==> config.mk <==
export PLATFORM = sky130hd
export DESIGN_NAME = pixel_gain_flat
export DESIGN_NICKNAME = d
export VERILOG_FILES = /design/src/rtl/pixel_gain_if.sv /design/src/rtl/pixel_gain.sv /design/src/flat_wrapper.sv
export SDC_FILE = /design/constraint.sdc
export NUM_CORES = 1
export LEC_CHECK = 0
export ABC_CLOCK_PERIOD_IN_PS = 4600
export CAP_MARGIN = 20
export CORE_MARGIN = 5
export CORE_UTILIZATION = 47
export CTS_CLUSTER_SIZE = 24
export DETAILED_ROUTE_END_ITERATION = 10
export PLACE_DENSITY = 0.86
export SYNTH_ARGS = -nofsm -noshare
export SYNTH_HDL_FRONTEND = slang
export SYNTH_SLANG_ARGS = --single-unit
export TNS_END_PERCENT = 30
==> constraint.sdc <==
create_clock -name clk -period 4.6 [get_ports clk]
set_input_delay 0.69 -clock clk [delete_from_list [all_inputs] [get_ports clk]]
set_output_delay 0.69 -clock clk [all_outputs]
set_load 0.005 [all_outputs]
==> src/rtl/pixel_gain_if.sv <==
// pixel_gain_if
//   Pixel stream bundle around the gain stage: input beat (valid, packed
//   pixel, side data) and the matching output beat two cycles later.
//
//   Handshake: valid-only streaming, with no ready/backpressure. Data moves
//   on every rising clk edge whether or not valid is high. A beat is
//   meaningful only in a cycle where its valid is 1. The consumer must
//   accept every valid beat in the cycle it is presented.
//
//   Modports:
//     master - stream source/sink side (drives *_in, observes *_out)
//     slave  - the gain stage (observes *_in, drives *_out)
interface pixel_gain_if #(
  parameter int CH_W   = 8,
  parameter int NUM_CH = 3,
  parameter int PASS_W = 24
);
  logic                     valid_in;
  logic [NUM_CH*CH_W-1:0]   pixel_in;
  logic [PASS_W-1:0]        pass_in;
  logic                     valid_out;
  logic [NUM_CH*CH_W-1:0]   pixel_out;
  logic [PASS_W-1:0]        pass_out;

  modport master (
    output valid_in, pixel_in, pass_in,
    input  valid_out, pixel_out, pass_out
  );

  modport slave (
    input  valid_in, pixel_in, pass_in,
    output valid_out, pixel_out, pass_out
  );
endinterface

==> src/rtl/pixel_gain.sv <==
// pixel_gain
//   Per-channel pixel gain stage. Channels selected by CH_MASK are multiplied
//   by a shared level (fixed point, FRAC fractional bits, unity = 2^FRAC) and
//   saturated at full scale. Other channels pass through unchanged. The
//   pipeline has two stages, never stalls, and carries a side bus aligned to
//   the pixel.
//
//   Optional build macro: PIXEL_GAIN_ROUND_EN
//     defined   -> round half up before saturation (adds 2^(FRAC-1))
//     undefined -> truncate
//
//   Ports:
//     clk       pixel clock, rising edge
//     rst       asynchronous active-low reset
//     inc, dec  level up/down; only the rising edge of each input acts
//     lvl_clr   synchronous return of the level to unity (highest priority)
//     bus       pixel_gain_if.slave: valid_in/pixel_in/pass_in in,
//               valid_out/pixel_out/pass_out out, 2-cycle latency
//     level_out current gain level
module pixel_gain #(
  parameter int                CH_W    = 8,
  parameter int                NUM_CH  = 3,
  parameter int                LVL_W   = 4,
  parameter int                FRAC    = 3,
  parameter logic [NUM_CH-1:0] CH_MASK = 3'b010,
  parameter int                PASS_W  = 24
) (
  input  logic             clk,
  input  logic             rst,
  input  logic             inc,
  input  logic             dec,
  input  logic             lvl_clr,
  pixel_gain_if.slave      bus,
  output logic [LVL_W-1:0] level_out
);

  localparam int P_W = CH_W + LVL_W;  // full product width
  localparam int S_W = P_W + 1;       // room for the rounding carry

  localparam logic [LVL_W-1:0] UNITY   = LVL_W'(2 ** FRAC);
  localparam logic [LVL_W-1:0] LVL_MAX = '1;
  localparam logic [S_W-1:0]   CH_MAX  = S_W'(2 ** CH_W - 1);
`ifdef PIXEL_GAIN_ROUND_EN
  localparam logic [S_W-1:0]   RND     = S_W'(2 ** (FRAC - 1));
`else
  localparam logic [S_W-1:0]   RND     = '0;
`endif

  // Level control.
  logic inc_q, dec_q;
  logic inc_rise, dec_rise;

  assign inc_rise = inc & ~inc_q;
  assign dec_rise = dec & ~dec_q;

  always_ff @(posedge clk or negedge rst) begin
    if (!rst) begin
      inc_q     <= 1'b0;
      dec_q     <= 1'b0;
      level_out <= UNITY;
    end else begin
      inc_q <= inc;
      dec_q <= dec;
      if (lvl_clr) begin
        level_out <= UNITY;
      end else if (inc_rise && dec_rise) begin
        level_out <= level_out;  // opposing edges cancel
      end else if (inc_rise && level_out != LVL_MAX) begin
        level_out <= level_out + 1'b1;
      end else if (dec_rise && level_out != '0) begin
        level_out <= level_out - 1'b1;
      end
    end
  end

  // Stage 1: masked channels hold the raw product. Unmasked channels hold a
  // zero-extended copy, so both kinds share one register array.
  logic [P_W-1:0]    s1_ch_d [NUM_CH];
  logic [P_W-1:0]    s1_ch   [NUM_CH];
  logic              s1_valid;
  logic [PASS_W-1:0] s1_pass;

  always_comb begin
    for (int i = 0; i < NUM_CH; i++) begin
      s1_ch_d[i] = P_W'(bus.pixel_in[i*CH_W +: CH_W]);
      if (CH_MASK[i]) begin
        s1_ch_d[i] = P_W'(bus.pixel_in[i*CH_W +: CH_W]) * P_W'(level_out);
      end
    end
  end

  // Stage 2: round (or truncate), drop the fraction, then clamp to full scale.
  logic [S_W-1:0]           rnd_sum [NUM_CH];
  logic [S_W-1:0]           shifted [NUM_CH];
  logic [NUM_CH*CH_W-1:0]   s2_pix_d;
  logic [NUM_CH*CH_W-1:0]   s2_pix;
  logic                     s2_valid;
  logic [PASS_W-1:0]        s2_pass;

  always_comb begin
    s2_pix_d = '0;
    for (int i = 0; i < NUM_CH; i++) begin
      rnd_sum[i] = S_W'(s1_ch[i]) + RND;
      shifted[i] = rnd_sum[i] >> FRAC;
      if (!CH_MASK[i]) begin
        s2_pix_d[i*CH_W +: CH_W] = s1_ch[i][CH_W-1:0];
      end else if (shifted[i] > CH_MAX) begin
        s2_pix_d[i*CH_W +: CH_W] = CH_MAX[CH_W-1:0];
      end else begin
        s2_pix_d[i*CH_W +: CH_W] = shifted[i][CH_W-1:0];
      end
    end
  end

  always_ff @(posedge clk or negedge rst) begin
    if (!rst) begin
      for (int i = 0; i < NUM_CH; i++) begin
        s1_ch[i] <= '0;
      end
      s1_valid <= 1'b0;
      s1_pass  <= '0;
      s2_pix   <= '0;
      s2_valid <= 1'b0;
      s2_pass  <= '0;
    end else begin
      for (int i = 0; i < NUM_CH; i++) begin
        s1_ch[i] <= s1_ch_d[i];
      end
      s1_valid <= bus.valid_in;
      s1_pass  <= bus.pass_in;
      s2_pix   <= s2_pix_d;
      s2_valid <= s1_valid;
      s2_pass  <= s1_pass;
    end
  end

  assign bus.valid_out = s2_valid;
  assign bus.pixel_out = s2_pix;
  assign bus.pass_out  = s2_pass;

endmodule
==> src/flat_wrapper.sv <==
// flat-port wrapper written by rule: the top's interface ports become plain ports
module pixel_gain_flat 
#(
  parameter int                CH_W    = 8,
  parameter int                NUM_CH  = 3,
  parameter int                LVL_W   = 4,
  parameter int                FRAC    = 3,
  parameter logic [NUM_CH-1:0] CH_MASK = 3'b010,
  parameter int                PASS_W  = 24
)
  (clk, rst, inc, dec, lvl_clr, level_out, bus_valid_in, bus_pixel_in, bus_pass_in, bus_valid_out, bus_pixel_out, bus_pass_out);
  pixel_gain_if #(.CH_W(CH_W), .NUM_CH(NUM_CH), .PASS_W(PASS_W)) bus_i ();
  input  logic clk;
  input  logic rst;
  input  logic inc;
  input  logic dec;
  input  logic lvl_clr;
  output logic [LVL_W-1:0] level_out;
  input wire logic [$bits(bus_i.valid_in)-1:0] bus_valid_in;
  input wire logic [$bits(bus_i.pixel_in)-1:0] bus_pixel_in;
  input wire logic [$bits(bus_i.pass_in)-1:0] bus_pass_in;
  output wire logic [$bits(bus_i.valid_out)-1:0] bus_valid_out;
  output wire logic [$bits(bus_i.pixel_out)-1:0] bus_pixel_out;
  output wire logic [$bits(bus_i.pass_out)-1:0] bus_pass_out;
  assign bus_i.valid_in = bus_valid_in;
  assign bus_i.pixel_in = bus_pixel_in;
  assign bus_i.pass_in = bus_pass_in;
  assign bus_valid_out = bus_i.valid_out;
  assign bus_pixel_out = bus_i.pixel_out;
  assign bus_pass_out = bus_i.pass_out;
  pixel_gain #(.CH_W(CH_W), .NUM_CH(NUM_CH), .LVL_W(LVL_W), .FRAC(FRAC), .CH_MASK(CH_MASK), .PASS_W(PASS_W)) u_core (.clk(clk), .rst(rst), .inc(inc), .dec(dec), .lvl_clr(lvl_clr), .bus(bus_i), .level_out(level_out));
endmodule
Word level (Yosys, flattened, before mapping)
Cells that the tools add are included.
{"block": "word_totals", "regBits": 108}
{"block": "classes", "add_sub_neg": 2, "n_mul": 1, "magnitude_cmp": 1, "eq_ne": 2, "muxes": 5, "bitwise_logic": 4, "n_reduce_logical": 6}
{"op": "$mux W4", "n": 4}
{"op": "$mul A8 B4 Y12", "n": 1}
{"op": "$gt A9 B8 Y1 const B", "n": 1}
{"op": "$mux W8", "n": 1}
{"op": "$add A4 B1 Y4 const B", "n": 1}
{"op": "$ne A4 B4 Y1 const B", "n": 1}
{"op": "$reduce_bool A4 Y1", "n": 1}
{"op": "$sub A4 B1 Y4 const B", "n": 1}
{"op": "$logic_and A1 B1 Y1", "n": 3}
{"op": "$reduce_bool A3 Y1", "n": 1}
{"op": "$and A1 B1 Y1", "n": 2}
{"op": "$ne A2 B2 Y1 const B", "n": 1}
{"op": "$not A1 Y1", "n": 2}
{"op": "$reduce_and A2 Y1", "n": 1}

Logic depth before layout (Yosys ltp)
{"block": "depth", "word_depth": 7, "depth_mapped": 12}

Worst setup path after synthesis
OpenSTA, ideal clock, no wires.
{"block": "synth_timing", "kind": "input to register", "from": "input bus_pixel_in[9]", "to": "register u_core.s1_ch[21] (netlist bit)", "setup_ns": 0.127, "arrival_ns": 3.307, "required_ns": 4.473, "setup_slack_ns": 1.166, "path_stages": 11, "path_cell_list": "and2_1 fa_1 inv_1 fa_1 inv_1 ha_1 and4_1 a221o_1 a31oi_4 o21ai_1 xor2_1"}
{"element": "start: declaration", "line_no": "flat_wrapper.sv:20", "source": "input wire logic [$bits(bus_i.pixel_in)-1:0] bus_pixel_in;"}
{"element": "end signal: indexed assignment", "line_no": "pixel_gain.sv:127", "source": "s1_ch[i] <= s1_ch_d[i];"}
{"element": "end: declaration", "line_no": "pixel_gain.sv:79", "source": "logic [P_W-1:0] s1_ch [NUM_CH];"}

==> results.py <==
metrics = {
    "cells_and_area": {
        "fin_nets": 446,
        "drive_gt1_share_pct": 8.15,
        "areaGrowthSynthToFinish_pct": 36.5,
        "fin_util_pct": 66.3,
        "antennaDiodeCount": 0,
    },
    "timing": {
        "finClkSkew_ns": 0.0123,
        "maxSlewViolCount": 0,
        "worstMarginPinSlew_ns": 0.651,
        "setup-tns-final_ns": 0,
        "whs_ns": 0.338,
        "max_clock_freq_mhz": 271,
        "layout_setup_ws_ns": 0.909,
        "period_minus_slack_ns": 3.69,
        "fin_crit_sh_pct": 80.2,
        "slew_headroom_pct": 56.6,
        "rsz0062_at_grt": "false",
        "setup_viol": 0,
        "hold_viol": 0,
    },
    "die": {
        "fp.dieH_um": 99.6,
        "core_mm2": 0.00777,
        "die_x_um": 99.6,
        "start_util_pct": 48.6,
        "dieArea_mm2": 0.00992,
        "fp-row-count": 32,
        "ioPinCount": 107,
    },
    "synthesis": {
        "ys_types": 34,
        "synth_nets": 332,
        "synthAdderAreaFrac_pct": 12.2,
        "ys_seq_area_share_pct": 69.7,
        "synth_edf_count": 0,
        "synth-xor-area-share_pct": 2.79,
        "async_reset_ff_share_pct": 100,
        "synth_mux_area_share_pct": 0.265,
        "synth_seq_cells": 105,
        "synth_flop_cell": "dfrtp_1",
        "synth_top_family_by_area": "adder cells",
        "synth_area_mm2": 0.00377,
        "synth_simple_gate_area_share_pct": 8.79,
        "avgSynthCellArea_um2": 15.2,
        "synth_compound_area_share_pct": 3.85,
        "yosysWarningCount": 0,
        "postSynthCellCount": 249,
    },
    "cts": {
        "post_cts_buffers": 0,
        "cts_buffers": 9,
        "ctsHoldBuffers": 0,
        "insertion_delay_ns": 0.35,
        "cts_tree": "built",
        "cts_sinks": 105,
        "h-tree-depth": 3,
        "cts_buffer_depth": 2,
        "clkTransAtPathRegs_ns": 0.10,
        "cts_resized": 0,
        "root_buffer": "clkbuf_8",
    },
    "routing": {
        "drc_errors": 0,
        "drt-wirelength-per-cell_um": 15.9,
        "first_pass_iters": 4,
        "drt-total-wl_mm": 7.49,
        "routed_via_density": 4.62,
        "vias": 2170,
        "final_antenna_net_count": 0,
        "drt_iter0_drc": 69,
    },
    "global_route": {
        "grt_pass1_wl_mm": 11.9,
        "grt_start_max_net_pins": 57,
        "grt_pass1_vias": 2344,
        "antenna_found_initial": 0,
        "grtUsageTotal_pct": 15.7,
        "grt_overflow": 0,
    },
    "worst_setup_path": {
        "worstSetupPathType": "in -> reg",
        "r2r-start": "u_core.level_out[2]",
        "critPathMaxFanout": 5,
        "rr_endpoint": "u_core.s1_ch[21]",
        "worstPathArrival_ns": 3.93,
        "crit_required_ns": 4.83,
        "ff2ff_path_depth": 11,
        "regToRegSetupSlack_ns": 1.15,
        "startpoint_type": "input port",
        "worstSetupEndpointType": "flip-flop",
    },
    "placed_design": {
        "place_hpwl_mm": 5.87,
        "dp_slack_ns": 0.542,
        "place.gp.congestion": 0.832,
        "io_buffers": 106,
    },
    "pwr": {
        "p_leak_uw": 0.00234,
        "powerDensity_mw_per_mm2": 405,
        "ir_drop_mv": 0.166,
    },
    "job": {
        "maxCapViolCount": 0,
    },
    "status": {
        "status": "finished, final reports clean",
    },
    "worst_hold_path": {
        "min_path_type": "in -> async",
    },
}
-- registers in the layout (all words and copies together) (netlist names) --
name                  count
u_core.bus.pass_out      24
u_core.bus.pixel_out     24
u_core.bus.valid_out      1
u_core.dec_q              1
u_core.inc_q              1
u_core.level_out          4
u_core.s1_ch             25
u_core.s1_pass           24
u_core.s1_valid           1
-- cells by family (layout without fill, tap and decap cells) --
logic type                 Yosys count  count (layout)
AOI/OAI and AO/OA                   17              17
xor gates and xnor gates            12              12
adders and majority gates           29              29
buffers and inverters               24             143
DFF                                105             105
muxes                                1               1
and+or+nand+nor                     61              61
-- through the flow --
step	cell area (µm²)	power, µW	std cells
after global placement	4950	1550	454
after detailed placement	4950	1570	454
after CTS	5150	2120	470
final	5150	2090	470
after floorplan	3770	1320	249
after global routing	5150	2210	470
-- layout make-up --
cell class | count | area, µm²
Clock inverter | 6 | 60.1
Sequential cell | 105 | 2630
Clock buffer | 10 | 138
Tap cell | 102 | 128
Timing Repair Buffer | 107 | 1070
Fill cell | 561 | 2620
Inverter | 20 | 75.1
Multi-Input combinational cell | 120 | 1050
-- critical path, cell delays in order --
cell and delay [ns]:
clkdlybuf4s50_1 0.47, and2_1 0.20, fa_1 0.53, inv_1 0.05
fa_1 0.52, inv_1 0.04, ha_1 0.33, and4_1 0.21
a221o_1 0.39, a31oi_4 0.25, o21ai_1 0.09, xor2_1 0.15
-- power by group --
group,internal (µW),switching [µW],leakage (µW),total [µW]
sequential,1030,49.9,0.00123,1080
clock,225,315,0.0000995,539
combinational,262,203,0.00101,465
-- how the worst max path moves through the flow --
stage / from / end / slack, ns / cells past startpoint
after floorplan: bus_pixel_in[9] / u_core.s1_ch[21] / 1.17 / 11
after global placement: bus_pixel_in[9] / u_core.s1_ch[23] / 0.61 / 12
after detailed placement: bus_pixel_in[9] / u_core.s1_ch[21] / 0.54 / 12
after CTS: bus_pixel_in[9] / u_core.s1_ch[21] / 0.92 / 12
after global routing: bus_pixel_in[9] / u_core.s1_ch[23] / 0.80 / 12
final: bus_pixel_in[9] / u_core.s1_ch[21] / 0.91 / 12
-- Yosys cell counts (3+ instances only) --
cell	instances	area share [%]
clkbuf_1	3	0.30
nand3_1	3	0.40
nand2_1	11	1.1
a21oi_1	4	0.53
nor2_1	8	0.80
dfrtp_1	104	69
ha_1	16	5.3
xnor2_1	7	1.6
or2_2	8	1.3
inv_1	20	2.0
and2_1	22	3.6
xor2_1	5	1.2
fa_1	13	6.9
-- placed cells by master, fill, tap and decap left out, types with 8 or more instances in the layout --
| cell | n |
|---|---|
| clkdlybuf4s50_1 | 105 |
| dfrtp_1 | 104 |
| and2_1 | 22 |
| inv_1 | 20 |
| ha_1 | 16 |
| fa_1 | 13 |
| nand2_1 | 11 |
| clkbuf_8 | 10 |
| nor2_1 | 8 |
| or2_2 | 8 |
-- layer usage --
| metal | GRT usage, % | vias up | part of all wire [%] | routed length [µm] |
|---|---|---|---|---|
| met1 | 20.9 | 1059 | 44 | 3280 |
| met3 | 3.86 | 7 | 6.6 | 498 |
| li1 | - | 1019 | - | - |
| met4 | 5.57 | 0 | 1.1 | 80 |
| met2 | 25.2 | 85 | 49 | 3640 |
| met5 | 0 | - | 0 | 0 |
No activity file was read; power rests on OpenSTA's default activity.
